## src/rtl/counter_pkg.sv

```systemverilog
// Package: counter_pkg
//
// Types and constants shared by the direction debouncer and the 2-bit up/down
// counter stage it feeds.
//  - dir_t / DIR_UP / DIR_DOWN : direction encoding on the counter data_in
//  - deb_state_t               : debouncer qualification FSM states
package counter_pkg;

  typedef logic dir_t;

  localparam dir_t DIR_UP   = 1'b0;
  localparam dir_t DIR_DOWN = 1'b1;

  typedef enum logic [1:0] {
    STABLE_LO = 2'd0,
    WAIT_HI   = 2'd1,
    STABLE_HI = 2'd2,
    WAIT_LO   = 2'd3
  } deb_state_t;

endpackage : counter_pkg

```

## src/rtl/direction_debouncer_if.sv

```systemverilog
// Interface: direction_debouncer_if
//
// Bundles the raw switch input with the debounced direction outputs.
//  switch_in : raw, asynchronous, bouncing switch level
//  dir_out   : debounced direction level (0 = up, 1 = down)
//  dir_rise  : one-cycle pulse on dir_out 0->1
//  dir_fall  : one-cycle pulse on dir_out 1->0
//  bouncing  : high while a candidate change is being qualified
// Modports: master drives switch_in and observes the rest; slave is the debouncer.
interface direction_debouncer_if;
  import counter_pkg::*;

  logic switch_in;
  dir_t dir_out;
  logic dir_rise;
  logic dir_fall;
  logic bouncing;

  modport master (
    output switch_in,
    input  dir_out,
    input  dir_rise,
    input  dir_fall,
    input  bouncing
  );

  modport slave (
    input  switch_in,
    output dir_out,
    output dir_rise,
    output dir_fall,
    output bouncing
  );

endinterface : direction_debouncer_if

```

## src/rtl/direction_debouncer_sync_chain.sv

```systemverilog
// Module: sync_chain
//
// Generic multi-flop synchronizer for an asynchronous single-bit input.
//  clk   : destination clock
//  reset : synchronous, active-high; clears every stage to 0
//  d     : asynchronous input
//  q     : synchronized output (last stage)
module sync_chain #(
  parameter int STAGES = 2
) (
  input  logic clk,
  input  logic reset,
  input  logic d,
  output logic q
);

  generate
    if (STAGES < 2) begin : g_bad_stages
      $error("sync_chain: STAGES must be >= 2");
    end
  endgenerate

  logic [STAGES-1:0] stages_r;

  // Shift d through the chain; stage 0 is the metastability-catching flop.
  always_ff @(posedge clk) begin
    if (reset) begin
      stages_r <= {STAGES{1'b0}};
    end else begin
      stages_r <= {stages_r[STAGES-2:0], d};
    end
  end

  assign q = stages_r[STAGES-1];

endmodule : sync_chain

```

## src/rtl/direction_debouncer.sv

```systemverilog
// Module: direction_debouncer
//
// Turns the raw direction switch into a clean clk-synchronous level for the
// counter's data_in, plus change pulses and a bouncing status flag.
//  clk   : system clock
//  reset : synchronous, active-high; returns to STABLE_LO with all outputs 0
//  bus   : direction_debouncer_if.slave (switch_in in; dir_out, dir_rise,
//          dir_fall, bouncing out -- all outputs registered)
// A change is accepted only after the synchronized input has held its new
// value for DEBOUNCE_CYCLES consecutive cycles; any reversal during the
// window aborts back to the previous stable state.
module direction_debouncer
  import counter_pkg::*;
#(
  parameter int SYNC_STAGES     = 2,
  parameter int DEBOUNCE_CYCLES = 1_000_000
) (
  input  logic                  clk,
  input  logic                  reset,
  direction_debouncer_if.slave  bus
);

  localparam int CNT_W = (DEBOUNCE_CYCLES > 1) ? $clog2(DEBOUNCE_CYCLES) : 1;
  localparam logic [CNT_W-1:0] CNT_MAX  = CNT_W'(DEBOUNCE_CYCLES - 1);
  localparam logic [CNT_W-1:0] CNT_ONE  = CNT_W'(1);
  localparam logic [CNT_W-1:0] CNT_ZERO = CNT_W'(0);

  generate
    if (SYNC_STAGES < 2) begin : g_bad_sync
      $error("direction_debouncer: SYNC_STAGES must be >= 2");
    end
    if (DEBOUNCE_CYCLES < 1) begin : g_bad_deb
      $error("direction_debouncer: DEBOUNCE_CYCLES must be >= 1");
    end
  endgenerate

  logic             sync_q_s;
  deb_state_t       state_r, state_s;
  logic [CNT_W-1:0] cnt_r, cnt_s;
  dir_t             dir_r, dir_s;
  logic             rise_r, rise_s;
  logic             fall_r, fall_s;
  logic             bouncing_r, bouncing_s;

  sync_chain #(
    .STAGES (SYNC_STAGES)
  ) u_sync (
    .clk   (clk),
    .reset (reset),
    .d     (bus.switch_in),
    .q     (sync_q_s)
  );

  // State, counter and output registers.
  always_ff @(posedge clk) begin
    if (reset) begin
      state_r    <= STABLE_LO;
      cnt_r      <= CNT_ZERO;
      dir_r      <= DIR_UP;
      rise_r     <= 1'b0;
      fall_r     <= 1'b0;
      bouncing_r <= 1'b0;
    end else begin
      state_r    <= state_s;
      cnt_r      <= cnt_s;
      dir_r      <= dir_s;
      rise_r     <= rise_s;
      fall_r     <= fall_s;
      bouncing_r <= bouncing_s;
    end
  end

  // Next-state, counter and next-output logic of the qualification FSM.
  always_comb begin
    state_s = state_r;
    cnt_s   = cnt_r;
    dir_s   = dir_r;
    rise_s  = 1'b0;
    fall_s  = 1'b0;

    case (state_r)
      STABLE_LO: begin
        if (sync_q_s) begin
          state_s = WAIT_HI;
          cnt_s   = CNT_ZERO;
        end else begin
          state_s = STABLE_LO;
        end
      end

      WAIT_HI: begin
        if (!sync_q_s) begin
          state_s = STABLE_LO;
          cnt_s   = CNT_ZERO;
        end else if (cnt_r == CNT_MAX) begin
          state_s = STABLE_HI;
          cnt_s   = CNT_ZERO;
          dir_s   = DIR_DOWN;
          rise_s  = 1'b1;
        end else begin
          cnt_s   = cnt_r + CNT_ONE;
        end
      end

      STABLE_HI: begin
        if (!sync_q_s) begin
          state_s = WAIT_LO;
          cnt_s   = CNT_ZERO;
        end else begin
          state_s = STABLE_HI;
        end
      end

      WAIT_LO: begin
        if (sync_q_s) begin
          state_s = STABLE_HI;
          cnt_s   = CNT_ZERO;
        end else if (cnt_r == CNT_MAX) begin
          state_s = STABLE_LO;
          cnt_s   = CNT_ZERO;
          dir_s   = DIR_UP;
          fall_s  = 1'b1;
        end else begin
          cnt_s   = cnt_r + CNT_ONE;
        end
      end

      default: begin
        state_s = STABLE_LO;
        cnt_s   = CNT_ZERO;
        dir_s   = DIR_UP;
      end
    endcase

    // Registered alongside state so the flag tracks the WAIT states exactly.
    bouncing_s = (state_s == WAIT_HI) || (state_s == WAIT_LO);
  end

  assign bus.dir_out  = dir_r;
  assign bus.dir_rise = rise_r;
  assign bus.dir_fall = fall_r;
  assign bus.bouncing = bouncing_r;

endmodule : direction_debouncer

```

## src/flat_wrapper.sv

```systemverilog
// flat-port wrapper written by rule: the top's interface ports become plain ports
module direction_debouncer_flat import counter_pkg::*;
#(
  parameter int SYNC_STAGES     = 2,
  parameter int DEBOUNCE_CYCLES = 1_000_000
)
  (clk, reset, bus_switch_in, bus_dir_out, bus_dir_rise, bus_dir_fall, bus_bouncing);
  direction_debouncer_if bus_i ();
  input  logic clk;
  input  logic reset;
  input wire logic [$bits(bus_i.switch_in)-1:0] bus_switch_in;
  output wire logic [$bits(bus_i.dir_out)-1:0] bus_dir_out;
  output wire logic [$bits(bus_i.dir_rise)-1:0] bus_dir_rise;
  output wire logic [$bits(bus_i.dir_fall)-1:0] bus_dir_fall;
  output wire logic [$bits(bus_i.bouncing)-1:0] bus_bouncing;
  assign bus_i.switch_in = bus_switch_in;
  assign bus_dir_out = bus_i.dir_out;
  assign bus_dir_rise = bus_i.dir_rise;
  assign bus_dir_fall = bus_i.dir_fall;
  assign bus_bouncing = bus_i.bouncing;
  direction_debouncer #(.SYNC_STAGES(SYNC_STAGES), .DEBOUNCE_CYCLES(DEBOUNCE_CYCLES)) u_core (.clk(clk), .reset(reset), .bus(bus_i));
endmodule
```

## config.mk

```make
export PLATFORM = sky130hd
export DESIGN_NAME = direction_debouncer_flat
export DESIGN_NICKNAME = d
export VERILOG_FILES = /design/src/rtl/counter_pkg.sv /design/src/rtl/direction_debouncer_if.sv /design/src/rtl/direction_debouncer_sync_chain.sv /design/src/rtl/direction_debouncer.sv /design/src/flat_wrapper.sv
export SDC_FILE = /design/constraint.sdc
export NUM_CORES = 1
export LEC_CHECK = 0
export CAP_MARGIN = 10
export CORE_MARGIN = 4
export CORE_UTILIZATION = 50
export DETAILED_ROUTE_END_ITERATION = 10
export PLACE_DENSITY = 0.71
export SETUP_SLACK_MARGIN = 0.15
export SLEW_MARGIN = 40
export SYNTH_ARGS = -nofsm -noshare
export SYNTH_HDL_FRONTEND = slang
export SYNTH_SLANG_ARGS = --single-unit
export TNS_END_PERCENT = 20
```

## constraint.sdc

```tcl
create_clock -name clk -period 2.3 [get_ports clk]
set_input_delay 0.46 -clock clk [delete_from_list [all_inputs] [get_ports clk]]
set_output_delay 0.46 -clock clk [all_outputs]
set_load 0.05 [all_outputs]
```

**After elaboration in Yosys (flattened, before gate mapping)**

Cells that the tools add are included.

- Output and inout bits: 4
- Logic and storage cells: 49
- Latch bits: 0
- Memories kept: 0
- Memory bits (read-only): 0
- Bits in registers: 28
- Input port bits: 3
- Bits in writable memories: 0

- Bitwise operators: 3
- Shift-type cells: 0
- Muxes and demuxes: 19
- Reductions and logical operators: 7
- Div/mod/pow operators: 0
- $lt $le $gt $ge: 0
- Add/sub/neg operators: 1
- Multiply operators: 0
- Equal/unequal tests: 12

Operator list:

| cell | number |
|---|---|
| 2-to-1 mux 20 bit | 5 |
| case mux 20 bit (4 select lines) | 1 |
| adder 20 x 1 -> 20 bit, second input constant | 1 |
| equality test 20 bit, second input constant | 1 |
| 2-to-1 mux 2 bit | 4 |
| inequality test 2 bit, second input constant | 4 |
| case mux 2 bit (4 select lines) | 1 |
| 2-to-1 mux 1 bit | 7 |
| equality test 2 bit, second input constant | 3 |
| OR reduction 3 bit | 2 |
| AND reduction 5 bit | 1 |
| equality test 2 x 1 -> 1 bit, second input constant | 2 |
| inequality test 2 x 1 -> 1 bit, second input constant | 2 |
| NOT 1 bit | 3 |
| zero test 2 bit | 1 |
| case mux 1 bit (2 select lines) | 1 |
| AND reduction 2 bit | 1 |
| nonzero test 2 bit | 1 |
| logical OR 1 bit | 1 |

**Depth between registers and ports, before layout**

- Depth in word-level cells: 6
- Mapped depth: 7
- Gate-level depth less buffers: 6

**Modules after synthesis**

Synthesis repeated with hierarchy kept, for this count alone.

- Cell total of the unflattened synthesis: 151
- Area, all modules: 1,361.3 sq um

By module, submodules not included:

| module | area each (sq um) | cells an instance | seq. area each (sq um) | instances |
|---|---|---|---|---|
| direction_debouncer | 1,308.8 | 147 | 500.5 | 1 |
| sync_chain | 52.6 | 4 | 40.0 | 1 |

**Least setup slack after synthesis**

OpenSTA, ideal clock, no wires.

- Path kind: reg2reg
- Start point: register u_core.cnt_r[0]
- End point: register u_core.cnt_r[19]
- Cell stages (with the launch flop): 8
- Slack: 0.591 ns
- Clock period less this slack: 1.709 ns
- Data required time: 2.168 ns
- Arrival time: 1.577 ns
- Path buffers: 1
- Setup time: 0.132 ns
- Cell sequence: dfxtp_1 > ha_1 > nand3_1 > nor3_2 > a211oi_4 > buf_6 > a41oi_1 > a31oi_1

- Cells in the longest elaborated chain, start to end: 4
- Elaborated cells between the ends (all ways): 6
- Classes of those cells: add/sub: 1; eq/ne: 1; mux: 4

Ends and longest elaborated chain:

| what | line | RTL |
|---|---|---|
| start: declaration | direction_debouncer.sv:39 | `logic [CNT_W-1:0] cnt_r, cnt_s;` |
| start signal: assignment | direction_debouncer.sv:65 | `cnt_r <= cnt_s;` |
| adder 20 x 1 -> 20 bit or equality test 20 bit (tied branches) | - |  |
| 2-to-1 mux 20 bit (*) | direction_debouncer.sv:95, direction_debouncer.sv:118 |  |
| 2-to-1 mux 20 bit, on equally long branches | direction_debouncer.sv:115, direction_debouncer.sv:92 |  |
| case mux 20 bit (4 select lines) (*) | direction_debouncer.sv:81 | `case (state_r)` |

Mark *: on every way between the ends. The rest lies on a longest branch, timed or not.
A chain may end at the register's enable or synchronous reset.

==> reports/qor.csv <==
stage,metric,value,unit
detailed_routing,Residual DRC,0,
die,Initial Utilization,0.5312,
clock_network,Sink Count,27,
pwr,power share of the clock group,0.286,
layout,Final Non-Filler Cells,200,
placed_design,dpl hpwl,2025,µm
clock_network,Root Buffer Master,clkbuf_4,
detailed_routing,drt first-iter violations,50,
worst_hold_path,Hold EP,u_core.u_sync.stages_r[1],
sta,Fin. Hold Viols,0,
clock_network,Num CTS Buffers,3,
placed_design,post-placement cell count,192,
placed_design,dpl cell area,0.001464,mm²
die,core area,0.002522,mm²
worst_setup_path,Crit Path Class,flip-flop to output port,
clock_network,CTS H-tree depth,1,
sta,final setup fails,0,
worst_setup_path,Critical Path AT,1.61,ns
worst_setup_path,Crit path required time,1.84,ns
global_routing,vias in the first global route,1075,
pwr,Combinational Power Share,0.059,
global_routing,grt ovf,0,
die,I/O pins,7,
worst_setup_path,terminus of the critical flop-to-flop path,u_core.cnt_r[18],
detailed_routing,Routed WL,2820,µm
sta,max-slew violation count,0,
status,outcome,finished clean,
pwr,Pint,0.5564,mW
worst_setup_path,reg2reg start,u_core.cnt_r[0],
worst_setup_path,crit-path max FO,6,
synth,"Distinct cells, synth",39,
synth,post-synthesis compound-gate area fraction,0.1877,
worst_setup_path,"Slowest-stage cell, CP",clkdlybuf4s50_1,
worst_setup_path,crit end category,output port,
worst_hold_path,WHS Path Cells,1,
sta,Clock Skew,0.007116,ns
flow_run,max-cap violations,0,
clock_network,post-CTS sizing,0,
synth,syn_nets,157,
synth,Post-Syn Area,0.001340,mm²
clock_network,clk slew on worst S/H paths,0.14,ns
detailed_routing,drt pass-1 iters,4,
pwr,P_sw,0.1694,mW
synth,"Avg Cell Area, Syn",8.758,µm²
worst_hold_path,Hold Startpoint,u_core.u_sync.stages_r[0],
placed_design,Placer Congestion,0.7765,
layout,area grow syn2layout,13.45,%
synth,gate count of the mapped netlist,153,
synth,Yosys warnings,0,
worst_setup_path,critical-path cell list,clkdlybuf4s50_1,
synth,Synth Register Bits,27,
layout,Final Cell Area,0.001520,mm²
pwr,switch share,0.2334,
worst_setup_path,Worst R2R Setup Slack,0.42,ns
pwr,PD cells,477.5,mW/mm²
sta,Period minus WS final,2.067,ns
sta,RSZ-0062 raised after global routing,yes,
sta,worst rel slew slack,0.6654,
sta,WHS,0.4729,ns
synth,main combinational cell family by area after synthesis,simple AND/OR/NAND/NOR gates,
clock_network,clock buffer depth,2,
global_routing,global-route usage over all layers,0.1833,
pwr,leakage,0.5522,nW
synth,simple-gate portion of the synthesized area,0.2773,
global_routing,global-route wire length before repair,5030,µm
synth,xor/xnor share of the synthesized area,0.03175,
die,die area,0.003572,mm²
layout,n_diodes,0,
clock_network,TritonCTS clock tree,yes,
worst_setup_path,critical path's largest stage delay,0.84,ns
synth,register area share after synthesis,0.4034,
die,chip width,59.77,µm
worst_setup_path,Crit path max-delay family,buffers and inverters,
sta,Max Freq,483.8,MHz
worst_setup_path,number of buffers and inverters on the critical path,1,
layout,layout net count,175,
synth,mux cell area share after synthesis,0.03735,
pwr,worst vdd ir,0.0003524,V
detailed_routing,Avg WL per Cell,14.10,µm
die,die height,59.77,µm
worst_setup_path,CP Launch Type,flip-flop,
synth,Adder-Cell Fraction of Synth Area,0.009337,
pwr,Seq pwr share,0.655,
global_routing,largest net degree at the start of global routing,19,
global_routing,antenna violations before repair,0,
worst_setup_path,Worst Reg2Reg Path Length in Cells,7,
detailed_routing,routed vias,1177,
placed_design,number of port buffers,6,
worst_hold_path,hold crit path type,flip-flop to flip-flop,
sta,Setup TNS Final,0,ns
worst_setup_path,Setup crit start,u_core.state_r[0],
detailed_routing,Via density,5.885,
sta,final cycle utilization of the critical path,0.8988,
layout,share of post-route cells with drive strength above 1,0.1294,
detailed_routing,Final ANT Viol Nets,0,
clock_network,clk_lat worst skew,0.33,ns
sta,Worst Tran Pin Value,0.5003,ns
die,row count,18,
## layout by cell type (no fill, tap or decap), types with 2 or more instances in the layout
cell type        count
dfxtp_1             27
a21oi_1             14
nand2_1             13
nand3_1             13
buf_4               13
a31oi_1             10
nor2_1               9
inv_1                8
o21ai_0              6
clkdlybuf4s50_1      6
mux2i_1              5
nand4_1              3
nor4_1               3
nor3_1               3
xnor2_1              3
a22o_1               3
nor2b_1              3
a41oi_1              3
clkbuf_4             3
nor4b_1              2
nand2b_1             2
## state kept, by name, indices dropped and copies added, names as in the netlist
register and cells:
u_core.cnt_r 20, u_core.u_sync.stages_r 2, u_core.bus.dir_rise 1, u_core.bus.dir_out 1
u_core.state_r 2, u_core.bus.dir_fall 1
## metal layers
| layer | share of wire | global-route usage | vias to the layer above |
|---|---|---|---|
| li1 | - | - | 600 |
| met1 | 0.47 | 0.2520 | 539 |
| met2 | 0.47 | 0.2855 | 33 |
| met3 | 0.048 | 0.03240 | 5 |
| met4 | 0.017 | 0.06646 | 0 |
| met5 | 0 | 0 | - |
## power groups by stage
stage / clock (mW) / sequential [mW] / combinational [mW]
global placement: 0 / 0.485 / 0.0414
CTS: 0.216 / 0.475 / 0.0429
floorplan: 0 / 0.492 / 0.0193
global route: 0.236 / 0.476 / 0.0466
detailed placement: 0 / 0.485 / 0.0425
finish: 0.207 / 0.475 / 0.0432
## stage by stage
step | power, mW | utilization | setup WS, ns
3_3_place_gp | 0.5263 | 0.5774 | 0.02117
4_1_cts | 0.7345 | 0.5908 | 0.1651
6_report | 0.7258 | 0.6027 | 0.2328
2_1_floorplan | 0.5113 | - | 0.5908
5_1_grt | 0.7587 | 0.6027 | 0.1426
3_5_place_dp | 0.5279 | 0.5804 | 0.1279
## what timing repair did
item                                    4_1_cts  5_1_grt
endpoints found under the setup margin        0        8
buffers inserted                              0        4
hold buffers                                  0        0
## synthesized netlist by cell type
library cell | n | area share
mux2i_1 | 5 | 0.037
and2_1 | 1 | 0.0047
buf_6 | 1 | 0.0084
buf_4 | 3 | 0.017
o2bb2ai_1 | 1 | 0.0065
or4_1 | 1 | 0.0056
xnor2_1 | 3 | 0.020
nor4_4 | 1 | 0.016
nand4_4 | 1 | 0.016
dfxtp_1 | 27 | 0.40
inv_1 | 8 | 0.022
nor2b_1 | 3 | 0.014
nor4b_1 | 2 | 0.013
nand4_1 | 3 | 0.014
a22oi_1 | 1 | 0.0056
a22o_1 | 3 | 0.020
nor3_2 | 1 | 0.0075
or3_1 | 1 | 0.0047
nor4_1 | 3 | 0.014
a41oi_1 | 3 | 0.020
nand2b_1 | 2 | 0.0093
nand2_1 | 13 | 0.036
nor2_1 | 9 | 0.025
a31oi_1 | 10 | 0.047
and4_1 | 1 | 0.0065
o21ai_0 | 6 | 0.022
xor2_2 | 1 | 0.012
and4_4 | 1 | 0.0084
clkbuf_1 | 1 | 0.0028
nand3b_1 | 1 | 0.0056
a21oi_1 | 14 | 0.052
nand3_1 | 13 | 0.049
and3b_1 | 1 | 0.0065
ha_1 | 1 | 0.0093
nor3b_1 | 1 | 0.0056
and3_1 | 1 | 0.0047
nor3_1 | 3 | 0.011
a211oi_4 | 1 | 0.015
buf_1 | 1 | 0.0028
## how the worst max path moves through the flow
stage / end / depth (start not counted) / slack, ns
2_1_floorplan: u_core.cnt_r[19] / 7 / 0.59
3_3_place_gp: u_core.cnt_r[19] / 4 / 0.02
3_5_place_dp: u_core.cnt_r[10] / 5 / 0.13
4_1_cts: u_core.cnt_r[10] / 6 / 0.17
5_1_grt: bus_bouncing / 1 / 0.14
6_report: bus_bouncing / 1 / 0.23
## logic make-up (layout without fill, tap and decap cells)
logic type | after synthesis | count (layout)
AO/OA/AOI/OAI | 39 | 39
XOR/XNOR | 4 | 4
adder cells (fa/ha/maj) | 1 | 1
buffers and inverters | 14 | 31
flip-flops | 27 | 27
multiplexers | 5 | 5
AND/OR/NAND/NOR | 63 | 63
## cell type report
class,instances,area (µm²)
Sequential cell,27,540.5
Fill cell,231,1002
Multi-Input combinational cell,112,728.2
Clock buffer,4,26.28
Timing Repair Buffer,19,157.7
Inverter,8,30.03
Tap cell,30,37.54
(Power assumes the default switching activity.)
